File: config.mk
export PLATFORM = sky130hd
export DESIGN_NAME = buck_boost_mode_ctrl_flat
export DESIGN_NICKNAME = d
export VERILOG_FILES = /design/src/rtl/buck_boost_mode_ctrl_if.sv /design/src/rtl/buck_boost_mode_ctrl.sv /design/src/flat_wrapper.sv
export SDC_FILE = /design/constraint.sdc
export NUM_CORES = 1
export LEC_CHECK = 0
export BUFFER_PORTS_ARGS = -buffer_cell sky130_fd_sc_hd__buf_4
export CAP_MARGIN = 25
export CORE_ASPECT_RATIO = 0.6
export CORE_MARGIN = 4
export CORE_UTILIZATION = 50
export DETAILED_ROUTE_END_ITERATION = 8
export PLACE_DENSITY = 0.81
export SETUP_SLACK_MARGIN = 0.1
export SLEW_MARGIN = 10
export SYNTH_ARGS = -nofsm -noshare
export SYNTH_HDL_FRONTEND = slang
export SYNTH_SLANG_ARGS = --single-unit
File: constraint.sdc
create_clock -name sys_clk -period 5.06 [get_ports sys_clk]
set_input_delay 1.012 -clock sys_clk [delete_from_list [all_inputs] [get_ports sys_clk]]
set_output_delay 1.012 -clock sys_clk [all_outputs]
set_load 0.005 [all_outputs]
File: src/rtl/buck_boost_mode_ctrl_if.sv
// Control/data bundle between the converter supervisor and the H-bridge mode controller.
// master drives ADC samples and requests; slave returns mode, duty and status.
interface buck_boost_mode_ctrl_if #(
  parameter int ADC_W = 12
);
  logic             enable;
  logic             fault_in;
  logic             period_tick;
  logic             adc_valid;
  logic [ADC_W-1:0] vin_code;
  logic [ADC_W-1:0] vout_code;
  logic [ADC_W-1:0] vref_code;
  logic [1:0]       mode;
  logic [7:0]       duty;
  logic             ss_done;
  logic             fault_latch;
  logic [2:0]       state_dbg;

  modport master (
    output enable, fault_in, period_tick, adc_valid, vin_code, vout_code, vref_code,
    input  mode, duty, ss_done, fault_latch, state_dbg
  );

  modport slave (
    input  enable, fault_in, period_tick, adc_valid, vin_code, vout_code, vref_code,
    output mode, duty, ss_done, fault_latch, state_dbg
  );
endinterface

File: src/rtl/buck_boost_mode_ctrl.sv
// Buck/boost mode supervisor: picks the H-bridge mode from Vin/Vref, soft-starts and
// regulates the PWM duty on period boundaries, inserts OFF dead periods and latches faults.
module buck_boost_mode_ctrl #(
  parameter int ADC_W    = 12,
  parameter int HYST     = 16,
  parameter int DB       = 4,
  parameter int STEP     = 1,
  parameter int DUTY_MIN = 8,
  parameter int DUTY_MAX = 240,
  parameter int SS_DIV   = 4,
  parameter int DEAD_PER = 2,
  parameter int VIN_MAX  = 4000
) (
  input logic                   sys_clk,
  input logic                   rst,
  buck_boost_mode_ctrl_if.slave bus
);
  // state      | meaning
  // IDLE       | converter off, waiting for enable at a period tick
  // SOFT_START | duty ceiling ramps from DUTY_MIN toward DUTY_MAX
  // RUN        | closed-loop regulation over the full duty range
  // SWITCH     | OFF dead periods between two operating modes
  // FAULT      | latched fault, bridge off
  typedef enum logic [2:0] {
    S_IDLE   = 3'd0,
    S_SOFT   = 3'd1,
    S_RUN    = 3'd2,
    S_SWITCH = 3'd3,
    S_FAULT  = 3'd4
  } state_t;

  localparam int CW = ADC_W + 2;
  localparam logic [CW-1:0] HYST_W = CW'(HYST);
  localparam logic [CW-1:0] DB_W   = CW'(DB);
  localparam logic [CW-1:0] VMAX_W = CW'(VIN_MAX);
  localparam logic [7:0] D_MIN     = 8'(DUTY_MIN);
  localparam logic [7:0] D_MAX     = 8'(DUTY_MAX);
  localparam logic [7:0] STEP_8    = 8'(STEP);
  localparam logic [7:0] SS_LOAD   = 8'(SS_DIV - 1);
  localparam logic [7:0] DEAD_LOAD = 8'(DEAD_PER - 1);
  localparam logic [1:0] M_OFF = 2'b00, M_BUCK = 2'b01, M_BOOST = 2'b10, M_BB = 2'b11;

  state_t           state_q, state_d;
  logic [1:0]       mode_q, mode_d, tgt_q, tgt_now;
  logic [7:0]       duty_q, duty_d, ceil_q, ceil_d;
  logic [7:0]       ss_cnt_q, ss_cnt_d, dead_q, dead_d;
  logic [ADC_W-1:0] vin_q, vout_q;
  logic             fresh_q, fresh_clr, ss_done_q, fault_q;
  logic [CW-1:0]    vin_w, vout_w, vref_w, vref2_w;
  logic             buck_set, boost_set, bb_set, reg_up, reg_dn, fault_cond, ceil_bump;
  logic [7:0]       ceil_step, hi, reg_duty;
  logic [9:0]       d_inc;

  assign vin_w   = {2'b00, vin_q};
  assign vout_w  = {2'b00, vout_q};
  assign vref_w  = {2'b00, bus.vref_code};
  assign vref2_w = vref_w << 1;

  // Outside both hysteresis bands a mode is forced; inside a band the last target holds.
  assign buck_set  = vin_w > vref2_w + HYST_W;
  assign boost_set = vin_w + HYST_W < vref_w;
  assign bb_set    = (vin_w + HYST_W < vref2_w) && (vin_w > vref_w + HYST_W);

  always_comb begin
    tgt_now = tgt_q;
    if (buck_set)       tgt_now = M_BUCK;
    else if (boost_set) tgt_now = M_BOOST;
    else if (bb_set)    tgt_now = M_BB;
  end

  assign fault_cond = bus.fault_in || (vin_w > VMAX_W);
  assign reg_up     = fresh_q && (vout_w + DB_W < vref_w);
  assign reg_dn     = fresh_q && (vout_w > vref_w + DB_W);
  assign ceil_bump  = (ss_cnt_q == 8'd0);
  assign ceil_step  = ceil_bump ? ceil_q + 8'd1 : ceil_q;
  assign hi         = (state_q == S_SOFT) ? ceil_step : D_MAX;
  assign d_inc      = {2'b00, duty_q} + {2'b00, STEP_8};

  always_comb begin
    reg_duty = duty_q;
    if (reg_up)      reg_duty = (d_inc > {2'b00, hi}) ? hi : d_inc[7:0];
    else if (reg_dn) reg_duty = (duty_q < D_MIN + STEP_8) ? D_MIN : duty_q - STEP_8;
  end

  always_comb begin
    state_d   = state_q;
    mode_d    = mode_q;
    duty_d    = duty_q;
    ceil_d    = ceil_q;
    ss_cnt_d  = ss_cnt_q;
    dead_d    = dead_q;
    fresh_clr = 1'b0;
    if (fault_cond) begin
      state_d = S_FAULT;
      mode_d  = M_OFF;
      duty_d  = 8'd0;
    end else if (state_q == S_FAULT) begin
      if (bus.period_tick && !bus.enable) state_d = S_IDLE;
    end else if (!bus.enable) begin
      state_d = S_IDLE;
      mode_d  = M_OFF;
      duty_d  = 8'd0;
    end else if (bus.period_tick) begin
      case (state_q)
        S_IDLE: begin
          state_d  = S_SOFT;
          mode_d   = tgt_now;
          duty_d   = D_MIN;
          ceil_d   = D_MIN;
          ss_cnt_d = SS_LOAD;
        end
        S_SOFT, S_RUN: begin
          if (tgt_now != mode_q) begin
            state_d = S_SWITCH;
            mode_d  = M_OFF;
            duty_d  = 8'd0;
            dead_d  = DEAD_LOAD;
          end else begin
            duty_d    = reg_duty;
            fresh_clr = 1'b1;
            if (state_q == S_SOFT) begin
              ceil_d   = ceil_step;
              ss_cnt_d = ceil_bump ? SS_LOAD : ss_cnt_q - 8'd1;
              if (ceil_step >= D_MAX) state_d = S_RUN;
            end
          end
        end
        S_SWITCH: begin
          if (dead_q == 8'd0) begin
            state_d  = S_SOFT;
            mode_d   = tgt_now;
            duty_d   = D_MIN;
            ceil_d   = D_MIN;
            ss_cnt_d = SS_LOAD;
          end else begin
            dead_d = dead_q - 8'd1;
          end
        end
        default: ;
      endcase
    end
  end

  always_ff @(posedge sys_clk or posedge rst) begin
    if (rst) begin
      state_q   <= S_IDLE;
      mode_q    <= M_OFF;
      duty_q    <= 8'd0;
      ceil_q    <= D_MIN;
      ss_cnt_q  <= SS_LOAD;
      dead_q    <= 8'd0;
      tgt_q     <= M_BB;
      vin_q     <= '0;
      vout_q    <= '0;
      fresh_q   <= 1'b0;
      ss_done_q <= 1'b0;
      fault_q   <= 1'b0;
    end else begin
      state_q   <= state_d;
      mode_q    <= mode_d;
      duty_q    <= duty_d;
      ceil_q    <= ceil_d;
      ss_cnt_q  <= ss_cnt_d;
      dead_q    <= dead_d;
      tgt_q     <= tgt_now;
      ss_done_q <= (state_d == S_RUN);
      fault_q   <= (state_d == S_FAULT);
      // A sample arriving on a tick is latched after the tick has used the old one.
      if (bus.adc_valid) begin
        vin_q   <= bus.vin_code;
        vout_q  <= bus.vout_code;
        fresh_q <= 1'b1;
      end else if (fresh_clr) begin
        fresh_q <= 1'b0;
      end
    end
  end

  assign bus.mode        = mode_q;
  assign bus.duty        = duty_q;
  assign bus.ss_done     = ss_done_q;
  assign bus.fault_latch = fault_q;
  assign bus.state_dbg   = state_q;
endmodule

File: src/flat_wrapper.sv
// flat-port wrapper written by rule: the top's interface ports become plain ports
module buck_boost_mode_ctrl_flat 
#(
  parameter int ADC_W    = 12,
  parameter int HYST     = 16,
  parameter int DB       = 4,
  parameter int STEP     = 1,
  parameter int DUTY_MIN = 8,
  parameter int DUTY_MAX = 240,
  parameter int SS_DIV   = 4,
  parameter int DEAD_PER = 2,
  parameter int VIN_MAX  = 4000
)
  (sys_clk, rst, bus_enable, bus_fault_in, bus_period_tick, bus_adc_valid, bus_vin_code, bus_vout_code, bus_vref_code, bus_mode, bus_duty, bus_ss_done, bus_fault_latch, bus_state_dbg);
  buck_boost_mode_ctrl_if #(.ADC_W(ADC_W)) bus_i ();
  input logic sys_clk;
  input logic rst;
  input wire logic [$bits(bus_i.enable)-1:0] bus_enable;
  input wire logic [$bits(bus_i.fault_in)-1:0] bus_fault_in;
  input wire logic [$bits(bus_i.period_tick)-1:0] bus_period_tick;
  input wire logic [$bits(bus_i.adc_valid)-1:0] bus_adc_valid;
  input wire logic [$bits(bus_i.vin_code)-1:0] bus_vin_code;
  input wire logic [$bits(bus_i.vout_code)-1:0] bus_vout_code;
  input wire logic [$bits(bus_i.vref_code)-1:0] bus_vref_code;
  output wire logic [$bits(bus_i.mode)-1:0] bus_mode;
  output wire logic [$bits(bus_i.duty)-1:0] bus_duty;
  output wire logic [$bits(bus_i.ss_done)-1:0] bus_ss_done;
  output wire logic [$bits(bus_i.fault_latch)-1:0] bus_fault_latch;
  output wire logic [$bits(bus_i.state_dbg)-1:0] bus_state_dbg;
  assign bus_i.enable = bus_enable;
  assign bus_i.fault_in = bus_fault_in;
  assign bus_i.period_tick = bus_period_tick;
  assign bus_i.adc_valid = bus_adc_valid;
  assign bus_i.vin_code = bus_vin_code;
  assign bus_i.vout_code = bus_vout_code;
  assign bus_i.vref_code = bus_vref_code;
  assign bus_mode = bus_i.mode;
  assign bus_duty = bus_i.duty;
  assign bus_ss_done = bus_i.ss_done;
  assign bus_fault_latch = bus_i.fault_latch;
  assign bus_state_dbg = bus_i.state_dbg;
  buck_boost_mode_ctrl #(.ADC_W(ADC_W), .HYST(HYST), .DB(DB), .STEP(STEP), .DUTY_MIN(DUTY_MIN), .DUTY_MAX(DUTY_MAX), .SS_DIV(SS_DIV), .DEAD_PER(DEAD_PER), .VIN_MAX(VIN_MAX)) u_core (.sys_clk(sys_clk), .rst(rst), .bus(bus_i));
endmodule
==> metrics.cfg <==
[clocking]
cts_resized=0
numCtsBuffers=9
clk_pin_slew_worst_paths_ps=60
clk_latency_ps=340
post-cts-setup-buffer-count=0
clk_path_buf_depth=2
cts_tree=yes
root_buffer=clkbuf_16
hold_buffers=0
htree_levels=3
cts_sinks=66

[die]
core_sq_um=11600
die_y_um=93.2
std_cell_rows=30
dieArea_sq_um=14000
start_util_pct=52.3
io_pins=57
die_x_um=150

[synth]
synth_top_area_share_pct=25.3
synth_top_family_by_area=simple AND/OR/NAND/NOR gates
synth_simple_gate_area_share_pct=20.2
synth_top_cell_by_area=dfrtp_1
ys_seq_elements=66
avgSynthCellArea_sq_um=8.50
seq_area_frac_synth_pct=27.4
synth_area_sq_um=6040
ys_async_sr_fraction_pct=100
synth_xor_area_share_pct=6.81
synth_area_leaders=dfrtp_1, ha_1, xnor2_1
ys_warn_count=0
synth_compound_area_share_pct=19.6
syn-num-nets=835
muxShareOfSynthArea_pct=4.35
synth_ff_type=dfrtp_1
synthCells=711
synthAdderAreaFrac_pct=17.0
synth_cell_types=75
synth_edf_count=0

[timing]
rsz0062_at_grt=no
skew_ps=15.3
worstMarginPinSlew_ps=870
fmax_mhz=228
relSlewSlack_pct=41.5
finalHoldViolCount=0
tns_ps=0
finalCritPeriodShare_pct=86.6
hold_slack_ps=511
setup_violations=0
post-route-min-period_ps=4380
final_max_slew_viol_count=0

[run_status]
status=completed

[grt]
antenna_found_initial=0
grt_pass1_vias=5479
grt_usage_pct=25.6
grt_overflow=0
grt_max_degree=47
grt_first_pass_wirelength_um=28200

[layout]
syn_to_final_growth_pct=14.9
final_core_util_pct=60.1
finalInstanceArea_sq_um=6940
fin_nets=884
drive_above_1_share_pct=15.9
n_antenna_cell=0

[drt]
antenna_left=0
wl_per_cell_um=18.6
drt_iter0_drc=570
wirelength_um=17200
viasPerCell=6.20
drc_errors=0
first_pass_iters=7
via_count=5734

[flow_run]
maxCapViolations=0

[power_and_ir_drop]
ir_worst_vdd_v=0.000189
p_leak_nw=3.14
power_density_nw_per_um2=253

[critical_path]
cp.required_ps=5320
end_kind=flop
critPathKind=primary input to flop
crit_fanout=23
critPathLaunchType=primary input
cp_data_arrival_time_ps=4640

[min_path]
hold_class=flop to flop

[placed_design]
placed_area_sq_um=6620
place.gp.congestion=0.944
numPortBuffers=56
place_hpwl_um=13500

report_power, final:
group | switching [mW] | total (mW) | internal [mW]
Sequential | 0.0557 | 0.624 | 0.568
Combinational | 0.257 | 0.445 | 0.189
Clock | 0.242 | 0.688 | 0.445
Total | 0.555 | 1.76 | 1.20
cell usage after synthesis (all sizes together), types with 10 or more instances:
master	number
inv	44
o21ai	42
xor2	10
nor3	23
buf	11
nor2	64
nand2	62
clkbuf	16
mux2	18
dfrtp	61
a21oi	38
nand2b	11
ha	82
nand4	17
nand3	28
xnor2	37
sequential cells by signal (all words and copies together), names as in the netlist, 2 cells and up:
register              count
u_core.vin_q             12
u_core.vout_q            12
u_core.bus.duty           8
u_core.ceil_q             8
u_core.dead_q             8
u_core.ss_cnt_q           8
u_core.bus.state_dbg      3
u_core.bus.mode           2
u_core.tgt_q              2
path summary, 6_finish.rpt:
kind | from | cells past startpoint | endpoint | slack, ps
setup / recovery | bus_vref_code[4] | 16 | u_core.ss_cnt_q[0] | 680
hold / removal | u_core.dead_q[5] | 1 | u_core.dead_q[5] | 510
setup reg to reg | u_core.ss_cnt_q[0] | 18 | u_core.bus.duty[3] | 850
hold reg to reg | u_core.dead_q[5] | 1 | u_core.dead_q[5] | 510
max in group asynchronous | rst | 3 | u_core.bus.state_dbg[0] | 3430
min in group asynchronous | rst | 2 | u_core.vin_q[2] | 680
worst max-delay path, stage by stage:
cell      delay [ps]
buf_4            140
ha_1             310
nand2_1          100
nor2_1           140
xnor2_1          110
ha_1             330
nand4_1          160
nor3_1           230
o31ai_1          140
a2111o_1         540
o211ai_1         140
o211ai_1         180
nor3_2           220
buf_4            290
o21ba_2          340
mux2i_1          240
layout make-up:
type,count,area [sq um]
clock inverter,6,87.6
inverter,44,165
clock buffer,10,239
timing repair buffer,65,488
multi-input combinational,574,4110
fill,1009,4620
tap,160,200
sequential,66,1660
layer usage:
layer  up-vias  track usage (%)  share of wire [%]
li1       2698                -                  -
met1      2715             40.3                 50
met2       297             35.2                 39
met3        24             5.57                 10
met4         0             5.33                1.1
met5         -                0                  0
cell families (layout without fill, tap and decap cells):
kind of cell,after synthesis,in the layout
xor+xnor,47,47
simple gates,249,249
compound gates,172,172
buf+inv,71,125
flops,66,66
mux,24,24
fa+ha+maj,82,82
layout by cell type, fill, tap and decap left out, types with 9 or more instances in the layout:
cell / count
ha_1: 82
nor2_1: 63
clkbuf_16: 9
mux2_2: 18
a21oi_1: 38
dfrtp_1: 61
nor3_1: 22
xor2_1: 10
buf_4: 65
o21ai_0: 41
xnor2_1: 37
nand3_1: 28
nand4_1: 17
nand2b_1: 11
inv_1: 43
nand2_1: 62
stage by stage:
stage | std cells | setup WS, ps | total power, mW
2_1_floorplan | 711 | 1080 | 0.917
3_3_place_gp | 909 | 595 | 1.04
3_5_place_dp | 909 | 410 | 1.06
4_1_cts | 925 | 759 | 1.75
5_1_grt | 925 | 473 | 1.85
6_report | 925 | 677 | 1.76
No activity file was read; power rests on OpenSTA's default activity.
